**src/rtl/pwm_audio_pkg.sv**
```systemverilog
// pwm_audio_pkg
// Shared definitions for the multi-channel PWM / sigma-delta audio modulator:
// the 2-bit modulation mode type, its encodings and a small mode decode helper.
package pwm_audio_pkg;

    typedef logic [1:0] mode_t;

    localparam mode_t MODE_MUTE = 2'd0;
    localparam mode_t MODE_PWM  = 2'd1;
    localparam mode_t MODE_SDM1 = 2'd2;
    localparam mode_t MODE_RSVD = 2'd3;

    // The reserved encoding behaves exactly like mute.
    function automatic logic mode_is_mute(input mode_t m);
        return (m == MODE_MUTE) || (m == MODE_RSVD);
    endfunction

endpackage

```
**src/rtl/pwm_audio_chan.sv**
```systemverilog
// pwm_audio_chan
// One modulator channel. Holds the active sample, the sigma-delta accumulator
// and the registered 1-bit output.
// Ports:
//   clk, rst     clock, asynchronous active-high reset
//   ena          clock enable; state advances only when high
//   load         boundary with a pending sample: take 'sample' as active value
//   sample       shadow-buffer slice for this channel
//   mode_q       mode applied for the current frame
//   mode_change  boundary where the applied mode changes: clear accumulator
//   cnt          shared frame counter
//   dac_out      registered modulator output
module pwm_audio_chan
    import pwm_audio_pkg::*;
#(
    parameter int WIDTH = 8
) (
    input  logic             clk,
    input  logic             rst,
    input  logic             ena,
    input  logic             load,
    input  logic [WIDTH-1:0] sample,
    input  mode_t            mode_q,
    input  logic             mode_change,
    input  logic [WIDTH-1:0] cnt,
    output logic             dac_out
);

    logic [WIDTH-1:0] active_r;
    logic [WIDTH:0]   acc_r;
    logic [WIDTH:0]   sum_s;
    logic [WIDTH:0]   acc_mode_s;
    logic [WIDTH:0]   acc_nxt_s;
    logic             dac_nxt_s;

    // Next output and accumulator value for the applied mode.
    always_comb begin
        sum_s      = {1'b0, acc_r[WIDTH-1:0]} + {1'b0, active_r};
        acc_mode_s = acc_r;
        dac_nxt_s  = dac_out;
        case (mode_q)
            MODE_PWM: begin
                dac_nxt_s  = (active_r > cnt);
                acc_mode_s = acc_r;
            end
            MODE_SDM1: begin
                dac_nxt_s  = sum_s[WIDTH];
                acc_mode_s = sum_s;
            end
            default: begin
                dac_nxt_s  = 1'b0;
                acc_mode_s = '0;
            end
        endcase
        // A mode switch at the boundary restarts the accumulator from zero.
        acc_nxt_s = mode_change ? {(WIDTH+1){1'b0}} : acc_mode_s;
    end

    // Channel state: active sample, accumulator and output register.
    always_ff @(posedge clk or posedge rst) begin
        if (rst) begin
            active_r <= '0;
            acc_r    <= '0;
            dac_out  <= 1'b0;
        end else if (ena) begin
            if (load) begin
                active_r <= sample;
            end
            acc_r   <= acc_nxt_s;
            dac_out <= dac_nxt_s;
        end
    end

endmodule

```
**src/rtl/pwm_audio_mc.sv**
```systemverilog
// pwm_audio_mc
// Multi-channel audio DAC modulator (PWM or first-order sigma-delta), one
// 1-bit output per channel, all channels sharing one frame counter.
// Ports:
//   clk, rst         clock, asynchronous active-high reset
//   ena              clock enable for modulation
//   mode             requested mode, taken at frame boundaries
//   s_valid/s_ready  sample-frame handshake into the shadow buffer
//   s_data           CHANNELS unsigned samples, channel k at [k*WIDTH +: WIDTH]
//   clear_underrun   clears the sticky underrun flag
//   dac_out          registered modulator outputs
//   frame_start      one-cycle pulse in the first cycle of each frame
//   underrun         sticky: a frame began with no new sample pending
module pwm_audio_mc
    import pwm_audio_pkg::*;
#(
    parameter int WIDTH    = 8,
    parameter int CHANNELS = 2
) (
    input  logic                      clk,
    input  logic                      rst,
    input  logic                      ena,
    input  logic [1:0]                mode,
    input  logic                      s_valid,
    output logic                      s_ready,
    input  logic [CHANNELS*WIDTH-1:0] s_data,
    input  logic                      clear_underrun,
    output logic [CHANNELS-1:0]       dac_out,
    output logic                      frame_start,
    output logic                      underrun
);

    localparam logic [WIDTH-1:0] CNT_MAX = {WIDTH{1'b1}};
    localparam logic [WIDTH-1:0] CNT_ONE = {{(WIDTH-1){1'b0}}, 1'b1};

    logic [WIDTH-1:0]          cnt_r;
    logic [CHANNELS*WIDTH-1:0] shadow_r;
    logic                      shadow_full_r;
    mode_t                     mode_q_r;

    logic boundary_s;
    logic accept_s;
    logic load_s;
    logic mode_change_s;

    assign boundary_s    = ena && (cnt_r == CNT_MAX);
    assign s_ready       = !shadow_full_r;
    assign accept_s      = s_valid && !shadow_full_r;
    assign load_s        = boundary_s && shadow_full_r;
    assign mode_change_s = boundary_s && (mode != mode_q_r);

    // Shared frame counter, wraps naturally at 2^WIDTH.
    always_ff @(posedge clk or posedge rst) begin
        if (rst) begin
            cnt_r <= '0;
        end else if (ena) begin
            cnt_r <= cnt_r + CNT_ONE;
        end
    end

    // Shadow buffer: filled by the handshake, drained at a boundary. Accept and
    // drain are exclusive because s_ready is low whenever a drain can happen.
    always_ff @(posedge clk or posedge rst) begin
        if (rst) begin
            shadow_r      <= '0;
            shadow_full_r <= 1'b0;
        end else if (accept_s) begin
            shadow_r      <= s_data;
            shadow_full_r <= 1'b1;
        end else if (load_s) begin
            shadow_full_r <= 1'b0;
        end
    end

    // Sticky underrun; a new underrun wins over a simultaneous clear.
    always_ff @(posedge clk or posedge rst) begin
        if (rst) begin
            underrun <= 1'b0;
        end else if (boundary_s && !shadow_full_r) begin
            underrun <= 1'b1;
        end else if (clear_underrun) begin
            underrun <= 1'b0;
        end
    end

    // Applied mode and frame-start pulse, both updated at the boundary.
    always_ff @(posedge clk or posedge rst) begin
        if (rst) begin
            mode_q_r    <= MODE_MUTE;
            frame_start <= 1'b0;
        end else begin
            frame_start <= boundary_s;
            if (boundary_s) begin
                mode_q_r <= mode;
            end
        end
    end

    for (genvar k = 0; k < CHANNELS; k++) begin : g_chan
        pwm_audio_chan #(
            .WIDTH(WIDTH)
        ) u_chan (
            .clk        (clk),
            .rst        (rst),
            .ena        (ena),
            .load       (load_s),
            .sample     (shadow_r[k*WIDTH +: WIDTH]),
            .mode_q     (mode_q_r),
            .mode_change(mode_change_s),
            .cnt        (cnt_r),
            .dac_out    (dac_out[k])
        );
    end

endmodule

```
**config.mk**
```make
export PLATFORM = sky130hd
export DESIGN_NAME = pwm_audio_mc
export DESIGN_NICKNAME = d
export VERILOG_FILES = /design/src/rtl/pwm_audio_pkg.sv /design/src/rtl/pwm_audio_chan.sv /design/src/rtl/pwm_audio_mc.sv
export SDC_FILE = /design/constraint.sdc
export NUM_CORES = 1
export LEC_CHECK = 0
export CORE_MARGIN = 4
export CORE_UTILIZATION = 60
export CTS_CLUSTER_DIAMETER = 100
export DETAILED_ROUTE_END_ITERATION = 10
export GPL_ROUTABILITY_DRIVEN = 0
export PLACE_DENSITY_LB_ADDON = 0.25
export SLEW_MARGIN = 0
export SYNTH_ARGS = -nofsm -noshare
export SYNTH_HDL_FRONTEND = slang
export SYNTH_SLANG_ARGS = --single-unit
```
**constraint.sdc**
```tcl
create_clock -name clk -period 4 [get_ports clk]
set_clock_uncertainty 0.2 [all_clocks]
set_input_delay 1.2 -clock clk [delete_from_list [all_inputs] [get_ports clk]]
set_output_delay 1.2 -clock clk [all_outputs]
set_load 0.1 [all_outputs]
```
==> impl_metrics.toml, run 1 <==
[outcome]
status = "completed"

[global_routing]
grt_busiest_layer = "met2"
grt_pass1_wl_um = 11150
met1_usage_pct = 27.55
grt_max_degree = 28
first_global_vias = 2335
gr-usage-met2_pct = 30.22
grt_overflow = 0
use_met3_pct = 4.146
grtUsageTotal_pct = 19.86
antenna_found_initial = 0

[worst_setup_path]
critical_path.max_stage_delay_ns = 0.48
cp-start-kind = "primary input"
cp.buffers_inverters = 2
r2r_start = "cnt_r[0]"
critical_path_class = "primary input to register"
worstPathArrival_ns = 3.08
crit_chain = "clkdlybuf4s50_1 -> nand2_1 -> or3_4 -> clkinv_2 -> and3_4 -> mux2_2"
cpLargestDelayFamily = "simple AND/OR/NAND/NOR gates"
critical_path.max_fanout = 18
worstSetupStartpoint = "ena"
worstPathRequired_ns = 4.02
endpoint_kind = "register"
cp_slowest_cell = "clkdlybuf4s50_1"

[yosys]
synth_cell_type_count = 41
syn_area_per_cell_um2 = 11.69
syn_nets = 356
synth-edff-count = 0
syn-cell-area_um2 = 3460
synth.yosys.seq_area_share_pct = 45.57
async_flop_share_pct = 100.0
synthCells = 296
yosysWarnings = 0
synth_seq_cells = 63
synthFlopType = "dfrtp_1"

[clock_network]
clkLatencyLatePin_ns = 0.34
cts.path.max_buffers = 2
cts_tree = "done"
root_buffer = "clkbuf_8"
ctsResizeCount = 0
cts_setup_buffers = 0
cts_buffers = 9
clk_pin_slew_ns = 0.07
cts_hold_buf = 0
h-tree-depth = 3
cts.sinks = 63

[detailed_routing]
vias = 2324
drt_iter0_drc = 99
ant_nets = 0
viasPerCell = 5.710
wirelength_um = 6453
first_pass_iters = 4
route.detailed.drc = 0
wl_per_cell_um = 15.86

[power]
clockPowerShare_pct = 21.0
power_density_nw_per_um2 = 574.3
p_leak_nw = 1.944
p_switching_mw = 0.8134
ir_drop_mv = 0.3311
pwr-share-seq_pct = 44.5
p_int_mw = 1.451
combPwrFrac_pct = 34.5
p_sw_share_pct = 35.93

[floorplanning]
fp.dieW_um = 83.94
dieArea_um2 = 7045
start_util_pct = 62.44
pin_count = 28
fp-row-count = 27
core_um2 = 5540
dieHeight_um = 83.94

[placement]
dp_hpwl_um = 4771
placement.io_buffers = 27
place_area_um2 = 3779

[layout]
finish.utilization_pct = 71.16
regArea_um2 = 1577
synthToLayoutAreaGrowth_pct = 13.96
fin_area_um2 = 3943
n_antenna_cell = 0
fillerInstances = 435
multi_input_area_um2 = 1740
drive_gt1_share_pct = 18.81
nets = 391

[min_path]
worstHoldPathType = "register to register"
worstHoldStart = "shadow_r[0]"

[timing]
slew_headroom_pct = 48.83
slew_violations = 0
fin_setup_tns_ns = 0
rsz0062_at_grt = "no"
period_share_pct = 76.37
hold_violations = 0
fin_crit_ns = 3.055
tightestPinTransition_ns = 0.7633
setup_viol_count_final = 0
max_freq_ghz = 0.3274

[job]
maxCapViolCount = 0
worst paths after layout:
kind,endpoint,slack [ns],cells past startpoint
max,g_chan[1].u_chan.active_r[2],0.95,6
min,g_chan[0].u_chan.active_r[0],0.29,2
max reg2reg,g_chan[1].u_chan.active_r[2],1.52,6
min reg2reg,g_chan[0].u_chan.active_r[0],0.29,2
max in group asynchronous,cnt_r[5],2.03,3
min in group asynchronous,shadow_r[7],0.92,2
cell type report:
cell class	instances	share of cell area, %
timing repair buffer	33	7.680
multi-input combinational	206	44.14
tap	72	2.285
inverter	18	1.745
clock inverter	4	0.5712
clock buffer	11	3.586
sequential	63	39.99
kinds of logic (layout without fill, tap and decap cells):
logic type,Yosys count,in the layout,synth area share [%]
buffers and inverters,27,66,4.122
AND/OR/NAND/NOR,49,49,7.414
multiplexers,30,30,10.42
flip-flops,63,63,45.57
adder cells (fa/ha/maj),37,37,13.82
AO/OA/AOI/OAI,69,69,13.34
XOR/XNOR,21,21,5.316
registers in the layout, summed over array words and instances, names as in the netlist:
signal and flops:
g_chan.u_chan.active_r 16, g_chan.u_chan.acc_r 16, mode_q_r 2, shadow_full_r 1, g_chan.u_chan.dac_out 2, shadow_r 16, underrun 1, frame_start 1
cnt_r 8
worst register-to-register path, cell delays in order, from the launching register on:
cell,delay (ns)
dfrtp_1,0.50
ha_1,0.25
nand2_1,0.14
or3_4,0.43
clkinv_2,0.09
and3_4,0.38
mux2_2,0.38
cell usage after synthesis (2+ instances only):
library cell   n  area [µm²]
a211oi_1       2       15.01
a21boi_0       2       15.01
a21o_1         7       52.55
a21oi_1       14       70.07
a22o_1        10       87.58
a31oi_1        2       12.51
buf_12         2       40.04
buf_4          2       15.01
clkbuf_1       4       15.01
dfrtp_1       63        1577
fa_1           2       40.04
ha_1          35       437.9
inv_1         17       63.81
mux2_2        24       270.3
mux2_4         6       90.09
nand2_1       23       86.33
nand3_1        3       15.01
nand3b_1       2       15.01
nand4_1        6       37.54
nor2_1         4       15.01
nor2b_1        4       25.02
o211ai_1       6       45.04
o21a_1         2       15.01
o21ai_0       15       75.07
o21bai_1       2       15.01
o221ai_1       2       17.52
o31ai_1        2       15.01
xnor2_1       16       140.1
xor2_1         5       43.79
through the flow:
step	worst slack (ns)	cells	power, mW	hold WS [ns]
finish	0.9453	407	2.264	0.2854
global route	0.8920	407	2.431	0.3192
CTS	0.9435	407	2.277	0.2908
detailed placement	0.5960	392	1.801	0.2759
global placement	0.6237	392	1.751	0.2610
floorplan	1.030	296	1.577	0.2451
placed cells by master, fill, tap and decap left out, drive strengths merged, types with 3 or more instances in the layout:
master	instances
clkbuf	11
nor2b	4
mux2	30
buf	11
nand2	23
ha	35
inv	17
clkdlybuf4s50	22
xnor2	16
nand4	7
dfrtp	63
nand3	3
clkinv	4
xor2	5
a21o	7
nor2	4
a22o	10
o21ai	16
a21oi	14
o211ai	6
power groups by stage:
stage	Sequential (mW)	Clock, mW	Combinational, mW
after floorplan	0.963	0	0.614
after global placement	1.01	0	0.741
after detailed placement	1.02	0	0.779
after CTS	1.01	0.481	0.786
after global routing	1.04	0.512	0.882
final	1.01	0.476	0.782
metal layers:
| layer | wire length [µm] | part of all wire (%) | up-vias |
|---|---|---|---|
| li1 | - | - | 1137 |
| met2 | 2987 | 46 | 30 |
| met3 | 182 | 2.8 | 14 |
| met1 | 3113 | 48 | 1143 |
| met4 | 170 | 2.6 | 0 |
| met5 | 0 | 0 | - |
(Power assumes the default switching activity.)
==> run 2: changes to the inputs <==
--- a/config.mk
+++ b/config.mk
@@ -6,7 +6,7 @@
 export NUM_CORES = 1
 export LEC_CHECK = 0
 export CORE_MARGIN = 4
-export CORE_UTILIZATION = 60
+export CORE_UTILIZATION = 58
 export CTS_CLUSTER_DIAMETER = 100
 export DETAILED_ROUTE_END_ITERATION = 10
 export GPL_ROUTABILITY_DRIVEN = 0
==> constraint.sdc (replaced) <==
create_clock -name clk -period 3.05 [get_ports clk]
set_clock_uncertainty 0.2 [all_clocks]
set_input_delay 0.915 -clock clk [delete_from_list [all_inputs] [get_ports clk]]
set_output_delay 0.915 -clock clk [all_outputs]
set_load 0.1 [all_outputs]
==> impl_metrics.toml, run 2 (same netlist as run 1, synthesis figures left out) <==
[global_routing]
first_global_vias = 2361
gr-usage-met2_pct = 31.92
grt_busiest_layer = "met2"
use_met3_pct = 4.757
antenna_found_initial = 0
grtUsageTotal_pct = 19.55
met1_usage_pct = 24.70
grt_overflow = 0
grt_pass1_wl_um = 11070
grt_max_degree = 64

[floorplanning]
fp.dieW_um = 85.23
dieArea_um2 = 7264
start_util_pct = 61.32
pin_count = 28
fp-row-count = 27
dieHeight_um = 85.23
core_um2 = 5642

[worst_setup_path]
crit_chain = "clkdlybuf4s50_1 -> nand2_1 -> or3_4 -> clkinv_2 -> and3_4 -> mux2_2"
endpoint_kind = "register"
worstPathRequired_ns = 3.08
critical_path.max_stage_delay_ns = 0.48
worstPathArrival_ns = 2.67
critical_path_class = "primary input to register"
critical_path.max_fanout = 18
cp_slowest_cell = "clkdlybuf4s50_1"
cp-start-kind = "primary input"

[detailed_routing]
ant_nets = 0
wirelength_um = 6514
first_pass_iters = 4
wl_per_cell_um = 15.77
viasPerCell = 5.630
drt_iter0_drc = 115
route.detailed.drc = 0
vias = 2325

[clock_network]
h-tree-depth = 3
cts_tree = "done"
root_buffer = "clkbuf_8"
cts_setup_buffers = 0
clk_pin_slew_ns = 0.07
ctsResizeCount = 0
cts.sinks = 63
cts_buffers = 9
cts.path.max_buffers = 2
cts_hold_buf = 0
clkLatencyLatePin_ns = 0.34

[outcome]
status = "completed"

[timing]
hold_violations = 0
period_share_pct = 86.47
setup_viol_count_final = 0
fin_setup_tns_ns = 0
tightestPinTransition_ns = 0.3463
finalWorstSetupSlack_ns = 0.4126
fin_crit_ns = 2.637
slew_headroom_pct = 76.71
slew_violations = 0
rsz0062_at_grt = "no"
max_freq_ghz = 0.3792

[layout]
nets = 396
synthToLayoutAreaGrowth_pct = 15.73
final_common_cell = "dfrtp_1"
n_antenna_cell = 0
largestRegisters = "g_chan.u_chan.acc_r x16, g_chan.u_chan.active_r x16, shadow_r x16"
final_cell_mix = "dfrtp_1 (63), ha_1 (35), mux2_2 (24)"
drive_gt1_share_pct = 20.23

[power]
ir_drop_mv = 0.4230
p_leak_nw = 1.986
power_density_nw_per_um2 = 754.2

[min_path]
worstHoldPathType = "register to register"

[placement]
place_ws_ns = 0.05498
placement.io_buffers = 27
dp_hpwl_um = 4768

[job]
maxCapViolCount = 0
run 2: through the flow:
stage	hold slack [ns]	utilization, %	cells	power [mW]	area [µm²]
3_3_place_gp	0.2595	67.86	397	2.312	3829
6_report	0.2922	70.97	413	3.020	4004
3_5_place_dp	0.2799	67.86	397	2.378	3829
5_1_grt	0.3257	70.97	413	3.241	4004
4_1_cts	0.2969	70.97	413	3.035	4004
2_1_floorplan	0.2451	-	296	2.068	3460
run 2: layout make-up:
| type | count | area [µm²] |
|---|---|---|
| repair buffers | 38 | 352.8 |
| fillers | 412 | 1638 |
| multi-input cells | 206 | 1740 |
| clock inverters | 4 | 20.02 |
| flip-flops and latches | 63 | 1577 |
| inverters | 18 | 68.82 |
| clock buffers | 12 | 155.1 |
| well taps | 72 | 90.09 |
run 2: final timing paths:
path / startpoint / endpoint / slack (ns) / cells past startpoint
max in group asynchronous: rst / shadow_r[13] / 1.64 / 3
min reg2reg: shadow_r[0] / g_chan[0].u_chan.active_r[0] / 0.29 / 2
min in group asynchronous: rst / g_chan[0].u_chan.acc_r[0] / 0.75 / 3
min: shadow_r[0] / g_chan[0].u_chan.active_r[0] / 0.29 / 2
max reg2reg: g_chan[0].u_chan.active_r[0] / g_chan[0].u_chan.acc_r[6] / 0.69 / 7
max: ena / g_chan[1].u_chan.active_r[4] / 0.41 / 6
run 2: critical path, delay by kind of cell:
| family | cells | cell delay [ns] |
|---|---|---|
| mux | 1 | 0.37 |
| buf+inv | 2 | 0.54 |
| simple gates | 3 | 0.84 |
run 2: metal layers:
layer	part of all wire, %	wire length [µm]
met5	0	0
met4	2.0	129
met3	3.8	250
met2	47	3075
met1	47	3058
run 2: report_power, final:
part / total, mW / internal (mW) / switching, mW / leakage [nW]
logic: 1.05 / 0.514 / 0.535 / 1.09
registers: 1.32 / 1.10 / 0.223 / 0.797
clock network: 0.647 / 0.334 / 0.314 / 0.0959
total: 3.02 / 1.95 / 1.07 / 1.99
==> run 3: changes to the inputs <==
--- a/config.mk
+++ b/config.mk
@@ -11,6 +11,7 @@
 export DETAILED_ROUTE_END_ITERATION = 10
 export GPL_ROUTABILITY_DRIVEN = 0
 export PLACE_DENSITY_LB_ADDON = 0.25
+export REMOVE_ABC_BUFFERS = 1
 export SLEW_MARGIN = 0
 export SYNTH_ARGS = -nofsm -noshare
 export SYNTH_HDL_FRONTEND = slang
==> impl_metrics.toml, run 3 (same netlist as run 1, synthesis figures left out) <==
[min_path]
worstHoldPathType = "register to register"
min_to = "g_chan[0].u_chan.acc_r[2]"
worstHoldStart = "g_chan[0].u_chan.acc_r[2]"
hold-path-cell-count = 2

[detailed_routing]
vias = 2327
first_pass_iters = 4
wl_per_cell_um = 16.42
route.detailed.drc = 0
ant_nets = 0
wirelength_um = 6748
viasPerCell = 5.662
drt_iter0_drc = 119

[layout]
largestRegisters = "g_chan.u_chan.acc_r x16, g_chan.u_chan.active_r x16, shadow_r x16"
final_common_cell = "dfrtp_1"
drive_gt1_share_pct = 19.76
synthToLayoutAreaGrowth_pct = 16.27
n_antenna_cell = 0
nets = 394
final_cell_mix = "dfrtp_1 (63), ha_1 (35), mux2_2 (24)"
fin_area_um2 = 4023
finish.utilization_pct = 71.30

[clock_network]
root_buffer = "clkbuf_8"
clk_pin_slew_ns = 0.07
cts_hold_buf = 0
cts.path.max_buffers = 2
cts_buffers = 9
cts.sinks = 63
clkLatencyLatePin_ns = 0.35
cts_setup_buffers = 0
ctsResizeCount = 0
h-tree-depth = 3
cts_tree = "done"

[power]
ir_drop_mv = 0.5249
power.total_mw = 3.135
p_leak_nw = 1.989
power_density_nw_per_um2 = 779.5

[worst_setup_path]
crit_chain = "clkdlybuf4s50_1 -> nand2_1 -> or3_4 -> clkinv_2 -> and3_4 -> mux2_2"
r2r_start = "g_chan[1].u_chan.acc_r[0]"
endpoint_kind = "register"
ff2ff_path_depth = 7
critical_path.max_stage_delay_ns = 0.49
cp-start-kind = "primary input"
cp_slowest_cell = "clkdlybuf4s50_1"
critical_path.max_fanout = 18
rrSetupSlack_ns = 0.67
critical_path_class = "primary input to register"
worstPathRequired_ns = 3.08
r2r_end = "g_chan[1].u_chan.dac_out"
worstPathArrival_ns = 2.73

[timing]
hold_violations = 0
period_share_pct = 88.36
slew_headroom_pct = 74.59
slew_violations = 0
fin_setup_tns_ns = 0
max_freq_ghz = 0.3710
tightestPinTransition_ns = 0.3788
fin_crit_ns = 2.695
setup_viol_count_final = 0
rsz0062_at_grt = "no"

[job]
maxCapViolCount = 0

[placement]
dp_hpwl_um = 4638
placement.io_buffers = 27
place_area_um2 = 3814

[floorplanning]
start_util_pct = 61.32
dieArea_um2 = 7264
dieHeight_um = 85.23
fp.dieW_um = 85.23
core_um2 = 5642
fp-row-count = 27
pin_count = 28

[global_routing]
grt_pass1_wl_um = 11410
grt_overflow = 0
first_global_vias = 2359
antenna_found_initial = 0
grt_max_degree = 64
grtUsageTotal_pct = 20.23

[outcome]
status = "completed"
## run 3: changes by cell type in the layout (fill, tap and decap cells not counted)
| cell | before | now |
|---|---|---|
| buf_4 | 15 | 13 |
| bufinv_16 | 0 | 1 |
| clkbuf_8 | 11 | 12 |
| clkinv_2 | 5 | 3 |
## run 3: layout make-up
type / instances / area [µm²]
multi-input combinational: 206 / 1740
tap: 72 / 90.09
inverter: 18 / 68.82
timing repair buffer: 36 / 337.8
fill: 412 / 1619
sequential: 63 / 1577
clock inverter: 3 / 40.04
clock buffer: 13 / 168.9
## run 3: how the worst max path moves through the flow
stage	slack, ns	endpoint	start	depth (start not counted)
global placement	0.07	g_chan[0].u_chan.active_r[7]	ena	6
global route	0.31	g_chan[1].u_chan.active_r[6]	ena	6
CTS	0.36	g_chan[1].u_chan.active_r[6]	ena	6
detailed placement	0.03	g_chan[1].u_chan.active_r[4]	ena	6
finish	0.35	g_chan[1].u_chan.active_r[4]	ena	6
floorplan	0.37	cnt_r[0]	rst	1
## run 3: power by group
| group | switching (mW) | internal [mW] |
|---|---|---|
| Combinational | 0.537 | 0.512 |
| Sequential | 0.227 | 1.10 |
| Clock | 0.319 | 0.442 |
| Total | 1.08 | 2.05 |
## run 3: critical path: cells and delay by family
| kind | cells | cell delay (ns) |
|---|---|---|
| AND/OR/NAND/NOR | 3 | 0.87 |
| multiplexers | 1 | 0.37 |
| buffers and inverters | 2 | 0.56 |
## run 3: stage by stage
step | worst slack [ns] | hold slack [ns] | instances
after global placement | 0.06793 | 0.2706 | 395
after global routing | 0.3131 | 0.3265 | 411
after floorplan | 0.3653 | 0.2460 | 287
after detailed placement | 0.03298 | 0.2819 | 395
final | 0.3549 | 0.2920 | 411
after CTS | 0.3620 | 0.2976 | 411
## run 3: layer usage
| metal | global-route usage, % | vias to the layer above | share of wire, % |
|---|---|---|---|
| met5 | 0 | - | 0 |
| met4 | 6.906 | 0 | 2.3 |
| met3 | 6.893 | 12 | 6.6 |
| met2 | 31.43 | 57 | 46 |
| met1 | 26.54 | 1115 | 45 |
| li1 | - | 1143 | - |
